<file path="src/rtl/vga_scanout.sv">
// -----------------------------------------------------------------------------
// vga_scanout -- VGA scan-out engine (default 640x480@60 from a 100 MHz clock)
//
// Walks the raster with a divide-by-PIX_DIV pixel enable, issues one
// framebuffer read per visible pixel and drives the VGA pins.
//
// Ports:
//   clk          system clock (single domain)
//   reset        synchronous, active-high
//   fb_rd        framebuffer read strobe, one clk wide, only in the pixel-enable clk
//   fb_addr      linear pixel address y*H_ACTIVE + x (running counter)
//   fb_data      {R,G,B} 4 bits each, valid exactly 1 clk after fb_rd
//   frame_start  one-clk pulse alongside the read of pixel (0,0)
//   VGA_HS_O     horizontal sync, active low
//   VGA_VS_O     vertical sync, active low
//   VGA_R/G/B    colour outputs, forced to 0 while blanking
//
// Build option:
//   VGA_TEST_PATTERN_EN  when defined, colour comes from 8 vertical bars and
//                        fb_rd is held 0 (fb_addr is still generated).
//
// Pipeline: stage 0 registers (fb_rd, fb_addr, frame_start) are loaded one clk
// early so they are visible during the pixel-enable clk itself. The memory
// answers in the following clk, and stage 1 (colour + sync) is loaded at the
// end of that clk, so colour and sync change together. PIX_DIV must be >= 2.
// -----------------------------------------------------------------------------
module vga_scanout #(
   parameter int H_ACTIVE = 640,
   parameter int H_FP     = 16,
   parameter int H_SYNC   = 96,
   parameter int H_BP     = 48,
   parameter int V_ACTIVE = 480,
   parameter int V_FP     = 10,
   parameter int V_SYNC   = 2,
   parameter int V_BP     = 33,
   parameter int PIX_DIV  = 4
) (
   input  logic        clk,
   input  logic        reset,
   output logic        fb_rd,
   output logic [18:0] fb_addr,
   input  logic [11:0] fb_data,
   output logic        frame_start,
   output logic        VGA_HS_O,
   output logic        VGA_VS_O,
   output logic [3:0]  VGA_R,
   output logic [3:0]  VGA_G,
   output logic [3:0]  VGA_B
);

   localparam int H_TOTAL  = H_ACTIVE + H_FP + H_SYNC + H_BP;
   localparam int V_TOTAL  = V_ACTIVE + V_FP + V_SYNC + V_BP;
   localparam int DIV_W    = (PIX_DIV > 1) ? $clog2(PIX_DIV) : 1;
   localparam int H_W      = $clog2(H_TOTAL);
   localparam int V_W      = $clog2(V_TOTAL);
   localparam int HS_FIRST = H_ACTIVE + H_FP;
   localparam int HS_LAST  = HS_FIRST + H_SYNC - 1;
   localparam int VS_FIRST = V_ACTIVE + V_FP;
   localparam int VS_LAST  = VS_FIRST + V_SYNC - 1;

   logic [DIV_W-1:0] div_reg;
   logic [H_W-1:0]   h_reg;
   logic [V_W-1:0]   v_reg;
   logic             active_d_reg;
   logic             hs_n_d_reg;
   logic             vs_n_d_reg;

   logic             pe;
   logic             pre_pe;
   logic             active;
   logic             at_origin;
   logic             hs_n;
   logic             vs_n;
   logic [11:0]      pix_color;

   // pre_pe is the clk before the pixel enable; stage 0 loads there so its
   // outputs line up with the pe clk while h/v still hold the same pixel.
   assign pe        = (div_reg == DIV_W'(PIX_DIV - 1));
   assign pre_pe    = (div_reg == DIV_W'(PIX_DIV - 2));
   assign active    = (h_reg < H_W'(H_ACTIVE)) && (v_reg < V_W'(V_ACTIVE));
   assign at_origin = (h_reg == '0) && (v_reg == '0);
   assign hs_n      = !((h_reg >= H_W'(HS_FIRST)) && (h_reg <= H_W'(HS_LAST)));
   assign vs_n      = !((v_reg >= V_W'(VS_FIRST)) && (v_reg <= V_W'(VS_LAST)));

`ifdef VGA_TEST_PATTERN_EN
   // Bar index tracks h/BAR_W with a small counter instead of a divider.
   localparam int BAR_W  = H_ACTIVE / 8;
   localparam int BAR_CW = (BAR_W > 1) ? $clog2(BAR_W) : 1;
   localparam bit RD_EN  = 1'b0;

   logic [BAR_CW-1:0] bar_cnt_reg;
   logic [2:0]        bar_reg;
   logic [2:0]        bar_d_reg;
   logic              unused_fb_data;

   assign unused_fb_data = ^fb_data;

   always_ff @(posedge clk) begin
      if (reset) begin
         bar_cnt_reg <= '0;
         bar_reg     <= 3'd0;
         bar_d_reg   <= 3'd0;
      end else if (pe) begin
         bar_d_reg <= bar_reg;
         if (h_reg == H_W'(H_TOTAL - 1)) begin
            bar_cnt_reg <= '0;
            bar_reg     <= 3'd0;
         end else if (bar_cnt_reg == BAR_CW'(BAR_W - 1)) begin
            bar_cnt_reg <= '0;
            bar_reg     <= bar_reg + 3'd1;
         end else begin
            bar_cnt_reg <= bar_cnt_reg + BAR_CW'(1);
         end
      end
   end

   assign pix_color = {{4{bar_d_reg[2]}}, {4{bar_d_reg[1]}}, {4{bar_d_reg[0]}}};
`else
   localparam bit RD_EN = 1'b1;

   assign pix_color = fb_data;
`endif

   always_ff @(posedge clk) begin
      if (reset) begin
         div_reg      <= '0;
         h_reg        <= '0;
         v_reg        <= '0;
         fb_rd        <= 1'b0;
         fb_addr      <= '0;
         frame_start  <= 1'b0;
         active_d_reg <= 1'b0;
         hs_n_d_reg   <= 1'b1;
         vs_n_d_reg   <= 1'b1;
         VGA_HS_O     <= 1'b1;
         VGA_VS_O     <= 1'b1;
         VGA_R        <= 4'h0;
         VGA_G        <= 4'h0;
         VGA_B        <= 4'h0;
      end else begin
         div_reg <= pe ? '0 : div_reg + DIV_W'(1);

         // Raster counters and the stage-0 sync/active terms advance on pe.
         if (pe) begin
            if (h_reg == H_W'(H_TOTAL - 1)) begin
               h_reg <= '0;
               v_reg <= (v_reg == V_W'(V_TOTAL - 1)) ? '0 : v_reg + V_W'(1);
            end else begin
               h_reg <= h_reg + H_W'(1);
            end
            active_d_reg <= active;
            hs_n_d_reg   <= hs_n;
            vs_n_d_reg   <= vs_n;
         end

         // Stage 0: visible only during the pe clk, hence one clk wide.
         fb_rd       <= pre_pe && RD_EN && active;
         frame_start <= pre_pe && at_origin;

         // Address only moves for visible pixels, so it parks on the last
         // address of the frame during blanking instead of running past it.
         if (pre_pe && active) begin
            fb_addr <= at_origin ? '0 : fb_addr + 19'd1;
         end

         // Stage 1: the clk after pe is when fb_data is valid.
         if (div_reg == '0) begin
            VGA_R    <= active_d_reg ? pix_color[11:8] : 4'h0;
            VGA_G    <= active_d_reg ? pix_color[7:4]  : 4'h0;
            VGA_B    <= active_d_reg ? pix_color[3:0]  : 4'h0;
            VGA_HS_O <= hs_n_d_reg;
            VGA_VS_O <= vs_n_d_reg;
         end
      end
   end

endmodule

</file>
<file path="config.mk">
export PLATFORM = sky130hd
export DESIGN_NAME = vga_scanout
export DESIGN_NICKNAME = d
export VERILOG_FILES = /design/src/rtl/vga_scanout.sv
export SDC_FILE = /design/constraint.sdc
export NUM_CORES = 1
export LEC_CHECK = 0
export BUFFER_PORTS_ARGS = -buffer_cell sky130_fd_sc_hd__buf_2
export CAP_MARGIN = 10
export CORE_MARGIN = 1.5
export CORE_UTILIZATION = 50
export DETAILED_ROUTE_END_ITERATION = 16
export GPL_TIMING_DRIVEN = 0
export PLACE_DENSITY = 0.73
export SLEW_MARGIN = 40
export SYNTH_ARGS = -nofsm -noshare
export SYNTH_HDL_FRONTEND = slang
export SYNTH_SLANG_ARGS = --single-unit
</file>
<file path="constraint.sdc">
create_clock -name clk -period 2.55 [get_ports clk]
set_input_delay 0 -clock clk [delete_from_list [all_inputs] [get_ports clk]]
set_output_delay 0 -clock clk [all_outputs]
set_load 0.01 [all_outputs]
</file>
======== Yosys cells after proc, flatten, opt, wreduce, memory -nomap -nowiden ========
Index checks and enable logic that the tools add are counted.
cells by class
  $add $sub $neg .......................... 4
  order comparisons ....................... 6
  equal/unequal tests ..................... 4
  multiplexer cells ....................... 6
  reductions and logical operators ........ 13
operators by type and width
  cell                                                                    number
  10-bit by 1-bit adder with 10-bit output, second input constant         2
  10-bit equality test, second input constant                             2
  10-bit zero test                                                        2
  10-bit 2-to-1 mux                                                       2
  19-bit by 1-bit adder with 19-bit output, second input constant         1
  19-bit 2-to-1 mux                                                       1
  4-bit 2-to-1 mux                                                        3
  10-bit >= comparator, second input constant                             1
  10-bit by 9-bit >= comparator with 1-bit output, second input constant  1
  10-bit <= comparator, second input constant                             1
  10-bit by 9-bit <= comparator with 1-bit output, second input constant  1
  10-bit < comparator, second input constant                              1
  10-bit by 9-bit < comparator with 1-bit output, second input constant   1
  1-bit logical AND                                                       6
  2-bit equality test, second input constant                              2
  2-bit by 1-bit adder with 2-bit output, second input constant           1
  1-bit zero test                                                         2
  2-bit zero test                                                         1
  2-bit AND reduction                                                     1
  2-bit OR reduction                                                      1
word-level totals
  bits in registers ....................... 60
  logic and storage cells ................. 47

======== Depth between registers and ports, before layout ========
  depth in word-level cells ............... 3
  mapped depth ............................ 7

======== Worst setup path before layout ========
OpenSTA, ideal clock, no wires.
  kind .................................... reg-to-reg
  from .................................... reg h_reg[0]
  to ...................................... reg fb_addr[16]
  data arrival time ....................... 1913 ps
  setup slack ............................. 507 ps
  stages on the path, launching flop included .. 8
  buffers on the path ..................... 1
  clock period less this slack ............ 2043 ps
  cell sequence ........................... dfxtp_1 -> inv_1 -> ha_1 -> or4b_2 -> nand3b_1 -> o31ai_4 -> buf_2 -> a21oi_1
on the way
  word-level cells in the longest chain between the ends .. 3
  elaborated cells between the ends (all ways) .. 6
  classes of those cells .................. order compare (1); mux (1); reduce/logical (4)
RTL lines
  what                                                     line      text
  start, declared                                          62        logic [H_W-1:0] h_reg;
  start signal, assigned                                   149       h_reg <= h_reg + H_W'(1);
  10-bit < comparator or 10-bit zero test (tied branches)  80, 81
  1-bit logical AND (on tied branches)                     80, 81
  1-bit logical AND or 19-bit 2-to-1 mux (tied branches)   162, 163
  end signal, assigned                                     163       fb_addr <= at_origin ? '0 : fb_addr + 19'd1;
  end, declared                                            41        output logic [18:0] fb_addr,
Parallel ways exist; a longest one is shown, timed or not.
A chain may end at the register's enable or synchronous reset.

======== Worst setup path in the final report ========
  from .................................... reg v_reg[5]
  to ...................................... reg fb_addr[4]
on the way
  word-level cells in the longest chain between the ends .. 3
  elaborated cells between the ends (all ways) .. 6
  classes of those cells .................. order compare (1); mux (1); reduce/logical (4)
RTL lines
  what                                                                                line      text
  start, declared                                                                     63        logic [V_W-1:0] v_reg;
  start signal, assigned                                                              147       v_reg <= (v_reg == V_W'(V_TOTAL - 1)) ? '0 : v_reg + V_W'(1);
  10-bit by 9-bit < comparator with 1-bit output or 10-bit zero test (tied branches)  80, 81
  1-bit logical AND (on tied branches)                                                80, 81
  1-bit logical AND or 19-bit 2-to-1 mux (tied branches)                              162, 163
Parallel ways exist; a longest one is shown, timed or not.

==> flow_summary.toml <==
[logic_synthesis]
yosys.area.top_type = "dfxtp_1"
syn_inst = 336
synth_top_area_share = 0.424
synth_area_mm2 = 0.00283
synth_top_flop_cell = "dfxtp_1"
synth_area_leaders = "dfxtp_1, a21oi_1, nor2_1"
synthArstFlopShare = 0
syn-mean-instance-area_um2 = 8.43
synth_seq_cells = 60
yosysWarnings = 0
ys_seq_area_frac = 0.424
synth-edff-count = 0
synthTopCellsByCount = "dfxtp_1, a21oi_1, nor2_1"
yosysMostFrequentCell = "dfxtp_1"
synth_nets = 358
ys_types = 40

[critical_path]
crit_family = "compound AO/OA/AOI/OAI gates"
slowest_stage = "o31ai_4"
worstSetupPathType = "flip-flop to flip-flop"
cp-start-kind = "flip-flop"
crit_chain = "clkbuf_1 -> a41oi_1 -> nand3_1 -> o31ai_4 -> buf_2 -> nor2_1"
cp.required_ps = 2770
endpoint_kind = "flip-flop"
slowest_delay_ps = 510
cp.arrival_ps = 2590
crit_buf_inv = 2
rrSetupSlack_ps = 180
worstPathMaxFanout = 10

[detailed_routing]
antenna_left = 0
initialDrtViolationCount = 135
wire_per_inst_um = 13.8
routed_wirelength_mm = 6.67
via_per_inst = 5.57
drcViolationCount = 0
dr.pass1.iters = 4
vias = 2690

[worst_hold_path]
worstHoldPathType = "primary input to flip-flop"

[placed_design]
port_buffers = 47
place_ws_ps = 146
hpwlAfterDp_mm = 4.56
gp_congestion = 0.849
dp_cells = 455

[clock_network]
clkTransAtPathRegs_ps = 70
cts_tree = "built"
cts_max_level = 3
clock-root-buffer = "clkbuf_8"
cts_buffers = 9
insertion_delay_ps = 330
clk_path_buf_depth = 2
cts_sinks = 60

[final_layout]
layout-drive-gt1-share = 0.182
diodes = 0
n_fill_cell = 488
regArea_mm2 = 0.00120
multi_input_comb_area_mm2 = 0.00152
largest_register_ff_count = 19
area_growth_pct = 23.7
fin_cells = 483
nNetsFinal = 428

[global_routing]
grt_overflow = 0
grt_start_max_net_pins = 12
grtUsageTotal = 0.230
grt_pass1_vias = 2492
antenna_found_initial = 0
grt_first_pass_wirelength_mm = 11.1

[pwr]
p_leak_nw = 1.30
p_per_area_mw_per_mm2 = 574
ir_drop_mv = 0.297

[timing]
finalHoldViolCount = 0
clock_skew_ps = 5.16
period_share = 0.929
rsz0062_at_grt = "false"
setup_tns_ps = 0
setup_ws_ps = 182
setup_violations = 0
relSlewSlack = 0.567
tightest_slew_ps = 644
maxSlewViolCount = 0
fmax_ghz = 0.422
fin_crit_ps = 2370

[job]
drv_cap = 0

[floorplanning]
initial_utilization = 0.518
rows = 27
die_w_um = 78.3
dieHeight_um = 78.3
core_area_mm2 = 0.00547
die_area_mm2 = 0.00613
io_pins = 49

[status]
status = "complete, no violations"
## path summary, 6_finish.rpt
check	start	cells after the start	to
worst max-delay path	v_reg[5]	6	fb_addr[4]
worst min-delay path	reset	2	active_d_reg
worst max register to register	v_reg[5]	6	fb_addr[4]
worst min register to register	div_reg[0]	1	div_reg[0]
## power breakdown
part	internal (W)	switching, W	total, W
clock	0.000546	0.000375	0.000921
sequential	0.000950	0.00000787	0.000958
combinational	0.0000530	0.0000788	0.000132
total	0.00155	0.000462	0.00201
## final cells by class
type                       instances  share of cell area
clock inverter                     7              0.0261
tap                               72              0.0257
clock buffer                       9              0.0353
multi-input combinational        246               0.434
timing repair buffer              59               0.101
sequential                        60               0.343
buffer                            18              0.0221
inverter                          12              0.0129
## worst reg2reg max path, cell delays in order, from the launching register on
cell and delay [ps]:
dfxtp_1 300, clkbuf_1 160, a41oi_1 500, nand3_1 420
o31ai_4 510, buf_2 290, nor2_1 80
## metrics by stage
step	util	hold slack [ps]	area, um2	total power [W]
finish	0.640	67.8	3500	0.00201
global route	0.640	91.8	3500	0.00208
CTS	0.638	59.7	3490	0.00203
detailed placement	0.577	233	3160	0.00109
global placement	0.577	227	3160	0.00109
floorplan	-	139	2830	0.00105
## logic make-up after synthesis
| logic type | share of synthesized area |
|---|---|
| xor+xnor | 0.0402 |
| mux | 0.00707 |
| fa+ha+maj | 0.0353 |
| compound gates | 0.154 |
| simple gates | 0.296 |
| flops | 0.424 |
| buf+inv | 0.0433 |
## placed cells by master, fill, tap and decap left out, types with 2 or more instances in the layout
cell type      instances
and3_1                 5
nor2b_1               14
and2_1                 2
or3_1                  7
buf_2                 49
clkbuf_1              15
o31ai_1               12
mux2i_1                2
clkbuf_8               9
xor2_1                 6
or4_1                 15
nand4_1               17
dfxtp_1               60
dlygate4sd3_1         12
or4b_2                 2
nor2_1                30
or2_2                  3
ha_1                   8
nand2_1               23
nor4_1                 6
o21ai_0                7
clkinv_2               3
a21oi_1               40
o211ai_1               2
inv_1                 12
bufinv_16              2
nand3b_1               2
xnor2_1                7
nand3_1               14
and4_1                 2
nor3_1                 6
o41ai_1                3
## routing by layer
| layer | track usage | routed length, um |
|---|---|---|
| met1 | 0.294 | 3110 |
| met5 | 0 | 0 |
| met2 | 0.370 | 3130 |
| met3 | 0.0419 | 302 |
| met4 | 0.120 | 130 |
## timing repair
action | 4_1_cts | 5_1_grt
hold endpoints to repair | 12 | 0
endpoints found under the setup margin | 0 | 19
hold buffers | 12 | 0
buffers inserted | 0 | 0
gates resized for setup | 0 | 2
No activity file was read; power rests on OpenSTA's default activity.
